**src/rtl/memory_game_core_pkg.sv**
```systemverilog
// Shared types and LFSR constants for the memory game round engine.
package game_pkg;

    typedef enum logic [2:0] {
        ST_IDLE,
        ST_SHOW_ON,
        ST_SHOW_GAP,
        ST_INPUT,
        ST_WIN,
        ST_LOSE
    } game_state_e;

    localparam int          LFSR_W        = 16;
    // Taps at bits 15, 13, 12 and 10.
    localparam logic [15:0] LFSR_TAPS     = 16'hB400;
    localparam logic [15:0] ZERO_SEED_SUB = 16'h0001;

    function automatic logic [LFSR_W-1:0] lfsr_next(input logic [LFSR_W-1:0] l);
        return {l[LFSR_W-2:0], ^(l & LFSR_TAPS)};
    endfunction

    function automatic logic [LFSR_W-1:0] seed_fix(input logic [LFSR_W-1:0] s);
        return (s == '0) ? ZERO_SEED_SUB : s;
    endfunction

endpackage

```
**src/rtl/memory_game_core_if.sv**
```systemverilog
// Bundle between key/switch front end, the round engine and the LED/HEX drivers.
interface memory_game_core_if #(
    parameter int N_LEDS     = 4,
    parameter int MAX_ROUNDS = 16
);
    import game_pkg::*;

    localparam int RND_W = $clog2(MAX_ROUNDS + 1);

    // start and key_pulse are single-cycle strobes with no back-pressure:
    // the core samples them on every rising edge and acts only in the states
    // that accept them; every output is a registered level or one-cycle pulse.
    logic                start;
    logic [15:0]         seed;
    logic [N_LEDS-1:0]   key_pulse;
    logic [N_LEDS-1:0]   leds;
    logic [RND_W-1:0]    round;
    logic                end_FPGA;
    logic                end_User;
    logic                end_time;
    logic                match;
    logic                win;
    logic                lose;
    logic                busy;
    game_state_e         dbg_state;

    modport master (
        output start, seed, key_pulse,
        input  leds, round, end_FPGA, end_User, end_time, match, win, lose, busy, dbg_state
    );

    modport slave (
        input  start, seed, key_pulse,
        output leds, round, end_FPGA, end_User, end_time, match, win, lose, busy, dbg_state
    );

endinterface

```
**src/rtl/memory_game_core_lfsr16.sv**
```systemverilog
// 16-bit Fibonacci LFSR; load wins over step.
module lfsr16
    import game_pkg::*;
(
    input  logic              clk,
    input  logic              rst,
    input  logic              load,
    input  logic [LFSR_W-1:0] seed,
    input  logic              step,
    output logic [LFSR_W-1:0] q
);

    always_ff @(posedge clk) begin
        if (rst) begin
            q <= ZERO_SEED_SUB;
        end else if (load) begin
            q <= seed;
        end else if (step) begin
            q <= lfsr_next(q);
        end
    end

endmodule

```
**src/rtl/memory_game_core.sv**
```systemverilog
// Repeat-the-sequence round engine: LFSR playback, timed key checking, round growth.
module memory_game_core
    import game_pkg::*;
#(
    parameter int N_LEDS         = 4,
    parameter int MAX_ROUNDS     = 16,
    parameter int SHOW_CYCLES    = 25_000_000,
    parameter int GAP_CYCLES     = 12_500_000,
    parameter int TIMEOUT_CYCLES = 250_000_000
) (
    input  logic                CLOCK_50,
    input  logic                RESET,
    memory_game_core_if.slave   game
);

    localparam int RND_W   = $clog2(MAX_ROUNDS + 1);
    localparam int CNT_M1  = (SHOW_CYCLES > GAP_CYCLES) ? SHOW_CYCLES : GAP_CYCLES;
    localparam int CNT_MAX = (CNT_M1 > TIMEOUT_CYCLES) ? CNT_M1 : TIMEOUT_CYCLES;
    localparam int CNT_W   = (CNT_MAX > 1) ? $clog2(CNT_MAX) : 1;
    localparam logic [LFSR_W-1:0] SYM_MASK = LFSR_W'(N_LEDS - 1);
    localparam logic [N_LEDS-1:0] LED_ONE  = N_LEDS'(1);

    game_state_e       state_q, state_d;
    logic [CNT_W-1:0]  cnt_q, cnt_d;
    logic [RND_W-1:0]  idx_q, idx_d, round_q, round_d;
    logic [15:0]       seed_q, seed_d;
    logic [N_LEDS-1:0] leds_q, leds_d;
    logic              end_fpga_q, end_fpga_d, end_user_q, end_user_d;
    logic              end_time_q, end_time_d, match_q, match_d;
    logic              win_q, lose_q, busy_q;

    logic              lfsr_load, lfsr_step;
    logic [15:0]       load_seed, lfsr_q, lfsr_nxt;
    logic [N_LEDS-1:0] expected;

    lfsr16 u_lfsr (
        .clk  (CLOCK_50),
        .rst  (RESET),
        .load (lfsr_load),
        .seed (load_seed),
        .step (lfsr_step),
        .q    (lfsr_q)
    );

    assign expected = LED_ONE << (lfsr_q & SYM_MASK);

    always_comb begin
        state_d    = state_q;
        cnt_d      = cnt_q;
        idx_d      = idx_q;
        round_d    = round_q;
        seed_d     = seed_q;
        lfsr_load  = 1'b0;
        lfsr_step  = 1'b0;
        load_seed  = seed_q;
        end_fpga_d = 1'b0;
        end_user_d = 1'b0;
        end_time_d = 1'b0;
        match_d    = 1'b0;
        case (state_q)
            ST_IDLE, ST_WIN, ST_LOSE: begin
                if (game.start) begin
                    seed_d    = seed_fix(game.seed);
                    load_seed = seed_fix(game.seed);
                    lfsr_load = 1'b1;
                    round_d   = RND_W'(1);
                    idx_d     = '0;
                    cnt_d     = '0;
                    state_d   = ST_SHOW_ON;
                end
            end
            ST_SHOW_ON: begin
                if (cnt_q == CNT_W'(SHOW_CYCLES - 1)) begin
                    cnt_d   = '0;
                    state_d = ST_SHOW_GAP;
                end else begin
                    cnt_d = cnt_q + CNT_W'(1);
                end
            end
            ST_SHOW_GAP: begin
                if (cnt_q == CNT_W'(GAP_CYCLES - 1)) begin
                    cnt_d = '0;
                    if ((idx_q + RND_W'(1)) < round_q) begin
                        lfsr_step = 1'b1;
                        idx_d     = idx_q + RND_W'(1);
                        state_d   = ST_SHOW_ON;
                    end else begin
                        end_fpga_d = 1'b1;
                        lfsr_load  = 1'b1;
                        idx_d      = '0;
                        state_d    = ST_INPUT;
                    end
                end else begin
                    cnt_d = cnt_q + CNT_W'(1);
                end
            end
            ST_INPUT: begin
                if (game.key_pulse != '0) begin
                    if (game.key_pulse == expected) begin
                        match_d   = 1'b1;
                        cnt_d     = '0;
                        lfsr_step = 1'b1;
                        idx_d     = idx_q + RND_W'(1);
                        if ((idx_q + RND_W'(1)) == round_q) begin
                            end_user_d = 1'b1;
                            idx_d      = '0;
                            if (round_q == RND_W'(MAX_ROUNDS)) begin
                                state_d = ST_WIN;
                            end else begin
                                round_d   = round_q + RND_W'(1);
                                lfsr_load = 1'b1;
                                state_d   = ST_SHOW_ON;
                            end
                        end
                    end else begin
                        state_d = ST_LOSE;
                    end
                end else if (cnt_q == CNT_W'(TIMEOUT_CYCLES - 1)) begin
                    end_time_d = 1'b1;
                    state_d    = ST_LOSE;
                end else begin
                    cnt_d = cnt_q + CNT_W'(1);
                end
            end
            default: state_d = ST_IDLE;
        endcase
    end

    // LEDs are registered, so they are driven from the value the LFSR takes at this edge.
    always_comb begin
        lfsr_nxt = lfsr_load ? load_seed : (lfsr_step ? lfsr_next(lfsr_q) : lfsr_q);
        leds_d   = '0;
        if (state_d == ST_SHOW_ON) begin
            leds_d = LED_ONE << (lfsr_nxt & SYM_MASK);
        end else if (state_d == ST_WIN) begin
            leds_d = '1;
        end
    end

    always_ff @(posedge CLOCK_50) begin
        if (RESET) begin
            state_q    <= ST_IDLE;
            cnt_q      <= '0;
            idx_q      <= '0;
            round_q    <= '0;
            seed_q     <= '0;
            leds_q     <= '0;
            end_fpga_q <= 1'b0;
            end_user_q <= 1'b0;
            end_time_q <= 1'b0;
            match_q    <= 1'b0;
            win_q      <= 1'b0;
            lose_q     <= 1'b0;
            busy_q     <= 1'b0;
        end else begin
            state_q    <= state_d;
            cnt_q      <= cnt_d;
            idx_q      <= idx_d;
            round_q    <= round_d;
            seed_q     <= seed_d;
            leds_q     <= leds_d;
            end_fpga_q <= end_fpga_d;
            end_user_q <= end_user_d;
            end_time_q <= end_time_d;
            match_q    <= match_d;
            win_q      <= (state_d == ST_WIN);
            lose_q     <= (state_d == ST_LOSE);
            busy_q     <= (state_d == ST_SHOW_ON) || (state_d == ST_SHOW_GAP) ||
                          (state_d == ST_INPUT);
        end
    end

    assign game.leds      = leds_q;
    assign game.round     = round_q;
    assign game.end_FPGA  = end_fpga_q;
    assign game.end_User  = end_user_q;
    assign game.end_time  = end_time_q;
    assign game.match     = match_q;
    assign game.win       = win_q;
    assign game.lose      = lose_q;
    assign game.busy      = busy_q;
    assign game.dbg_state = state_q;

endmodule

```
**src/flat_wrapper.sv**
```systemverilog
// flat-port wrapper written by rule: the top's interface ports become plain ports
module memory_game_core_flat import game_pkg::*;
#(
    parameter int N_LEDS         = 4,
    parameter int MAX_ROUNDS     = 16,
    parameter int SHOW_CYCLES    = 25_000_000,
    parameter int GAP_CYCLES     = 12_500_000,
    parameter int TIMEOUT_CYCLES = 250_000_000
)
  (CLOCK_50, RESET, game_start, game_seed, game_key_pulse, game_leds, game_round, game_end_FPGA, game_end_User, game_end_time, game_match, game_win, game_lose, game_busy, game_dbg_state);
  memory_game_core_if #(.N_LEDS(N_LEDS), .MAX_ROUNDS(MAX_ROUNDS)) game_i ();
  input  logic CLOCK_50;
  input  logic RESET;
  input wire logic [$bits(game_i.start)-1:0] game_start;
  input wire logic [$bits(game_i.seed)-1:0] game_seed;
  input wire logic [$bits(game_i.key_pulse)-1:0] game_key_pulse;
  output wire logic [$bits(game_i.leds)-1:0] game_leds;
  output wire logic [$bits(game_i.round)-1:0] game_round;
  output wire logic [$bits(game_i.end_FPGA)-1:0] game_end_FPGA;
  output wire logic [$bits(game_i.end_User)-1:0] game_end_User;
  output wire logic [$bits(game_i.end_time)-1:0] game_end_time;
  output wire logic [$bits(game_i.match)-1:0] game_match;
  output wire logic [$bits(game_i.win)-1:0] game_win;
  output wire logic [$bits(game_i.lose)-1:0] game_lose;
  output wire logic [$bits(game_i.busy)-1:0] game_busy;
  output wire logic [$bits(game_i.dbg_state)-1:0] game_dbg_state;
  assign game_i.start = game_start;
  assign game_i.seed = game_seed;
  assign game_i.key_pulse = game_key_pulse;
  assign game_leds = game_i.leds;
  assign game_round = game_i.round;
  assign game_end_FPGA = game_i.end_FPGA;
  assign game_end_User = game_i.end_User;
  assign game_end_time = game_i.end_time;
  assign game_match = game_i.match;
  assign game_win = game_i.win;
  assign game_lose = game_i.lose;
  assign game_busy = game_i.busy;
  assign game_dbg_state = game_i.dbg_state;
  memory_game_core #(.N_LEDS(N_LEDS), .MAX_ROUNDS(MAX_ROUNDS), .SHOW_CYCLES(SHOW_CYCLES), .GAP_CYCLES(GAP_CYCLES), .TIMEOUT_CYCLES(TIMEOUT_CYCLES)) u_core (.CLOCK_50(CLOCK_50), .RESET(RESET), .game(game_i));
endmodule
```
**config.mk**
```make
export PLATFORM = sky130hd
export DESIGN_NAME = memory_game_core_flat
export DESIGN_NICKNAME = d
export VERILOG_FILES = /design/src/rtl/memory_game_core_pkg.sv /design/src/rtl/memory_game_core_if.sv /design/src/rtl/memory_game_core_lfsr16.sv /design/src/rtl/memory_game_core.sv /design/src/flat_wrapper.sv
export SDC_FILE = /design/constraint.sdc
export NUM_CORES = 1
export LEC_CHECK = 0
export ABC_CLOCK_PERIOD_IN_PS = 6590
export BUFFER_PORTS_ARGS = -buffer_cell sky130_fd_sc_hd__buf_4
export CAP_MARGIN = 30
export CORE_ASPECT_RATIO = 0.6
export CORE_MARGIN = 2
export CORE_UTILIZATION = 45
export CTS_CLUSTER_DIAMETER = 50
export DETAILED_ROUTE_END_ITERATION = 8
export PLACE_DENSITY = 0.61
export SYNTH_ARGS = -nofsm -noshare
export SYNTH_HDL_FRONTEND = slang
export SYNTH_SLANG_ARGS = --single-unit
```
**constraint.sdc**
```tcl
create_clock -name CLOCK_50 -period 6.59 [get_ports CLOCK_50]
set_clock_uncertainty 0.1 [all_clocks]
set_input_delay 0.659 -clock CLOCK_50 [delete_from_list [all_inputs] [get_ports CLOCK_50]]
set_output_delay 0.659 -clock CLOCK_50 [all_outputs]
set_load 0.02 [all_outputs]
```
**Word-level counts from Yosys, hierarchy flattened**

Cells that the tools add are included.
W data, S select, Z words.

- Register bits: 84
- Input bits: 23
- Output and inout port bits: 19
- Logic and storage cells: 119

- Shift operators: 2
- Bitwise gates (word level): 4
- $add $sub $neg: 3
- Equal/unequal tests: 24
- Magnitude comparators: 1
- Reductions and logical operators: 18
- Muxes and demuxes: 52

Operator list:

| kind | count |
|---|---|
| $mux W28 | 6 |
| $pmux W28 S4 | 1 |
| $mux W16 | 5 |
| $mux W5 | 11 |
| $add A28 B1 Y28 const B | 1 |
| $eq A28 B24 Y1 const B | 1 |
| $eq A28 B25 Y1 const B | 1 |
| $eq A28 B28 Y1 const B | 1 |
| $mux W3 | 8 |
| $logic_not A16 Y1 | 1 |
| $reduce_xor A16 Y1 | 1 |
| $pmux W5 S3 | 1 |
| $mux W1 | 13 |
| $eq A3 B2 Y1 const B | 4 |
| $eq A3 B3 Y1 const B | 4 |
| $pmux W3 S4 | 1 |
| $add A5 B1 Y5 const B | 2 |
| $pmux W5 S2 | 1 |
| $mux W4 | 2 |
| $ne A2 B1 Y1 const B | 4 |
| $reduce_bool A4 Y1 | 2 |
| $shl A1 B2 Y4 const A | 2 |
| $eq A3 B1 Y1 const B | 2 |
| $reduce_and A6 Y1 | 1 |
| 20 further kinds | 28 |

**Depth between registers and ports, before layout**

- Depth after elaboration: 9
- Gate-level depth with buffers: 12
- Gate-level depth less buffers: 11

**Cells and area by module**

Synthesis repeated with hierarchy kept, for this count alone.

- Cell total of the unflattened synthesis: 498
- Area, all modules: 4,367.9 µm²

By module, submodules not included:

| module | times used | area an instance (µm²) | cells each |
|---|---|---|---|
| memory_game_core | 1 | 3,534.6 | 424 |
| lfsr16 | 1 | 833.3 | 74 |

**Worst setup path after synthesis**

No wires, ideal clock.

- Path type: register to register
- Start: register u_core.idx_q[0]
- End: register u_core.u_lfsr.q[10]
- Arrival: 2.828 ns
- Required time: 6.353 ns
- Setup time: 0.137 ns
- Buffers on the path: 2
- Stages on the path, launching flop included: 12
- Clock period less this slack: 3.065 ns
- Slack: 3.525 ns
- Cell sequence: dfxtp_1 -> ha_1 -> nand3_1 -> xnor2_1 -> ha_1 -> and3_1 -> o21ai_0 -> a21boi_0 -> a211oi_1 -> clkbuf_1 -> buf_1 -> a211oi_1

- Cells in the longest elaborated chain, start to end: 7
- Elaborated cells between the ends (all ways): 14
- Classes of those cells: add/sub (1); order compare (1); eq/ne (1); mux (10); reduce/logical (1)

Ends and longest elaborated chain:

| what | line | text |
|---|---|---|
| start, declared | memory_game_core.sv:25 | `logic [RND_W-1:0] idx_q, idx_d, round_q, round_d;` |
| start signal, assigned | memory_game_core.sv:158 | `idx_q <= idx_d;` |
| $add A5 B1 Y5 * | memory_game_core.sv:83, memory_game_core.sv:104 |  |
| branches (longest 6 deep; another with $lt A5 B5 Y1) | - |  |
| end signal, assigned | memory_game_core_lfsr16.sv:19 | `q <= lfsr_next(q);` |
| end, declared | memory_game_core_lfsr16.sv:10 | `output logic [LFSR_W-1:0] q` |

Mark *: on every way between the ends.
A chain may end at the register's enable or synchronous reset.

**Worst setup path in the final report**

- Start: register u_core.idx_q[0]
- End: register u_core.leds_q[1], in the netlist u_core.game.leds[1]

- Cells in the longest elaborated chain, start to end: 9
- Elaborated cells between the ends (all ways): 25
- Classes of those cells: add/sub (1); order compare (1); eq/ne (3); shift (1); mux (19)

Ends and longest elaborated chain:

| what | line | text |
|---|---|---|
| $add A5 B1 Y5 * | memory_game_core.sv:83, memory_game_core.sv:104 |  |
| $lt A5 B5 Y1 or $eq A5 B5 Y1 (tied branches) | memory_game_core.sv:83, memory_game_core.sv:104 |  |
| $mux W1 (tied with other cells) | memory_game_core.sv:83 | `if ((idx_q + RND_W'(1)) < round_q) begin` |
| $mux W1 (tied with other cells) | memory_game_core.sv:81 | `if (cnt_q == CNT_W'(GAP_CYCLES - 1)) begin` |
| $pmux W1 S2 (tied with other cells) | memory_game_core.sv:60 | `case (state_q)` |
| $mux W16 (tied with other cells) | memory_game_core.sv:131 | `lfsr_nxt = lfsr_load ? load_seed : (lfsr_step ? lfsr_next(lfsr_q) : lfsr_q);` |
| $mux W16 or $eq A3 B3 Y1 (tied branches) | memory_game_core.sv:131, memory_game_core.sv:135 |  |
| $shl A1 B2 Y4 or $mux W4 (tied branches) | memory_game_core.sv:134, memory_game_core.sv:135 |  |
| $mux W4 * | memory_game_core.sv:133 | `if (state_d == ST_SHOW_ON) begin` |
| end signal, assigned | memory_game_core.sv:161 | `leds_q <= leds_d;` |
| end, declared | memory_game_core.sv:27 | `logic [N_LEDS-1:0] leds_q, leds_d;` |

Mark *: on every way between the ends. The rest lies on a longest branch, timed or not. The select of a mux whose other input is x is not followed.

==> summary.md <==
| Metric | Value |
|---|---|
| Layout cells sized above 1 | `0.1506` |
| Reg-to-reg endpoint | `u_core.game.leds[1]` |
| R2R depth | `11` |
| Largest family of logic cells by synthesized area | `simple AND/OR/NAND/NOR gates` |
| Worst Hold Launch | `u_core.idx_q[4]` |
| Gr ovfl total | `0` |
| Num rows | `27` |
| Yosys warns | `0` |
| Post-synthesis mux area share | `0.06730` |
| Xor/xnor share of the synthesized area | `0.07119` |
| Residual DRC | `0` |
| Most common cell after layout, fill and taps aside | `dfxtp_1` |
| Initial antenna violation count | `0` |
| Cell leakage power | `1.949 nW` |
| 1st-iter DRT viols | `299` |
| Worst Tran Pin Value | `approximately 1 ns` |
| Yosys top cell by area | `dfxtp_1` |
| Synth Area in Compound Gates | `0.1167` |
| Worst Path Required | `6.73 ns` |
| Worst hold path depth | `2` |
| Clk pin slew, worst setup/hold paths | `0.06 ns` |
| Most common flop cell mapped by yosys | `dfxtp_1` |
| Synth async-reset ratio | `0` |
| Critical R2R Launch | `u_core.idx_q[0]` |
| Mapped Area | `between 4000 and 5000 um2` |
| WL met3 | `between 700 and 800 um` |
| Die Area | `10110 um2` |
| Critical path fanouts, max | `33` |
| Met2 wire length | `about 3900 um` |
| DR top layer | `met4` |
| Post-Route M1 WL | `between 5000 and 6000 um` |
| VDD IR-drop max | `between 100 and 150 uV` |
| Hold-fix buffers, CTS | `0` |
| Period minus WS final | `about 3.3 ns` |
| Fin. Hold Viols | `0` |
| Synth cell types | `56` |
| Cells after synthesis | `497` |
| Register area share after synthesis | `0.4020` |
| Gr usage total | `0.2121` |
| Largest cells by area after synthesis | `dfxtp_1, nor2_1, nand2_1` |
| Placed Instances | `~640` |
| Status | `complete, no violations` |
| Die W | `roughly 130 um` |
| DP Wirelength | `approximately 7500 um` |
| Largest net degree at the start of global routing | `56` |
| Via/cell ratio | `around 5.5` |
| DRT Wirelength | `~10000 um` |
| Routed vias | `3568` |
| Resize count post-CTS | `0` |
| Max Cap Viol | `0` |
| Nets | `approximately 570` |
| HP Class | `reg -> reg` |
| Fin crit share | `0.5067` |
| Fmax achieved | `0.2995 GHz` |
| N_diodes | `0` |
| Area growth, synth to finish | `18.31%` |
| Antenna Nets Post-Route | `0` |
| I/O Pins | `42` |
| Vias in the first global route | `~3300` |
| Final setup viols | `0` |
| Crit path kind | `reg -> reg` |
| FF-to-FF setup slack | `about 3.3 ns` |
| Worst skew pair latency | `around 0.33 ns` |
| Synth Area in Adders | `0.02692` |
| First-pass GRT wire length | `~17000 um` |
| Worst setup SP type | `flip-flop` |
| Post-CTS Setup Bufs | `0` |
| Synth Register Bits | `84` |
| Initial Util | `0.4603` |
| Clk sinks | `between 80 and 90` |
| Area share of the largest cell type after synthesis | `0.4020` |
| CTS Buf Count | `9` |
| Fin worst setup slack | `3.251 ns` |
| Placer congestion estimate | `slightly below 0.9` |
| Layout Cells excl Fill | `approximately 650` |
| Pre-CTS WS | `roughly 3.3 ns` |
| Mapped Nets | `roughly 530` |
| TNS Setup | `0 ns` |
| CTS tree | `yes` |
| Core area | `~9100 um2` |
| Nature of the critical path endpoint | `flip-flop` |
| Hold EP | `u_core.idx_q[4]` |
| Clock Tree Buf Depth | `2` |
| Die Ht | `slightly below 80 um` |
| Fill cells | `840` |
| Max-slew headroom | `0.3077` |
| WL/cell | `about 16 um` |
| Slew Viols, Final | `0` |
| Syn_area_per_cell | `between 8 and 9 um2` |
| Number of H-tree levels | `3` |
| CTS Root Cell | `clkbuf_16` |
| Data arrival time of the worst path | `approximately 3.5 ns` |
| Post-synth EDFFs | `0` |
| IO buf count | `just over 40` |
| Pwr Density | `around 250 nW/um2` |
| Drt first pass iters | `4` |
| Simple-gate share of the synthesized area | `0.2848` |
| RSZ-0062 raised after global routing | `no` |
| Most frequent cells in the layout | `dfxtp_1, nor2_1, nand2_1` |
## worst max-delay path by stage
stage	startpoint	to	slack, ns	depth (start not counted)
3_3_place_gp	u_core.idx_q[0]	u_core.game.leds[1]	3.51	11
6_report	u_core.idx_q[0]	u_core.game.leds[1]	3.25	11
5_1_grt	u_core.idx_q[0]	u_core.game.leds[3]	2.97	11
2_1_floorplan	u_core.idx_q[0]	u_core.u_lfsr.q[10]	3.52	11
3_5_place_dp	u_core.idx_q[0]	u_core.game.leds[1]	3.28	11
4_1_cts	u_core.idx_q[0]	u_core.game.leds[1]	3.26	11
## logic make-up after synthesis
logic type	Yosys count
AND/OR/NAND/NOR	237
flip-flops	84
AO/OA/AOI/OAI	72
XOR/XNOR	34
buffers and inverters	34
multiplexers	27
adder cells (fa/ha/maj)	9
## routing by layer
metal,up-vias,global-route usage
met1,1640,0.3375
met3,2,0.06408
met2,95,0.2713
met4,0,0.04396
li1,1831,-
met5,-,0
## power breakdown
part | internal (mW) | leakage (nW) | switching [mW] | total (mW)
clock network | 0.390 | 0.173 | 0.192 | 0.582
registers | 0.525 | 0.683 | 0.0112 | 0.536
logic | 0.0446 | 1.09 | 0.0655 | 0.110
total | 0.960 | 1.95 | 0.269 | 1.23
## sequential cells by signal, summed over array words and instances (netlist names), 3 cells and up
signal	cells
u_core.idx_q	5
u_core.game.round	5
u_core.game.dbg_state	3
u_core.game.leds	4
u_core.seed_q	16
u_core.u_lfsr.q	16
u_core.cnt_q	28
## area by class of cell
class	instances	area, um2	share of cell area
well taps	116	145.1	0.02933
multi-input cells	379	2384	0.4817
clock inverters	4	95.09	0.01922
clock buffers	12	256.5	0.05183
flip-flops and latches	84	1682	0.3398
inverters	15	56.30	0.01138
repair buffers	44	330.3	0.06675
## synth_stat cells (3+ instances only)
library cell / count
and2_1: 4
ha_1: 9
o21a_1: 3
or3_1: 4
o31ai_1: 4
nand4_1: 10
mux2i_1: 18
nand3_1: 15
and3_1: 9
nor2_1: 81
dfxtp_1: 84
clkbuf_1: 14
nor3_1: 13
xor2_1: 15
o21ai_0: 10
a21o_1: 4
buf_1: 3
nand2_1: 51
xnor2_1: 19
nor4_1: 11
or4_1: 3
mux2_2: 9
a211oi_1: 10
nor2b_1: 11
a21oi_1: 25
inv_1: 15
## critical path, stage by stage, from the launching register on
cell and delay (ns):
dfxtp_1 0.41, ha_1 0.22, nand3_1 0.10, xnor2_1 0.21
ha_1 0.28, and3_1 0.21, o21ai_0 0.17, a21boi_0 0.26
a211oi_4 0.27, buf_4 0.34, mux2_2 0.40, o31ai_1 0.26
## stage by stage
| step | hold WS (ns) | util | power (mW) | instance area (um2) |
|---|---|---|---|---|
| 3_3_place_gp | 0.3595 | 0.5059 | 0.6533 | 4597 |
| 4_1_cts | 0.3807 | 0.5445 | 1.239 | 4949 |
| 5_1_grt | 0.3880 | 0.5445 | 1.281 | 4949 |
| 2_1_floorplan | 0.3443 | - | 0.6169 | 4183 |
| 6_report | 0.3815 | 0.5445 | 1.228 | 4949 |
| 3_5_place_dp | 0.3725 | 0.5059 | 0.6554 | 4597 |
Power figures use the tool's default switching activity.
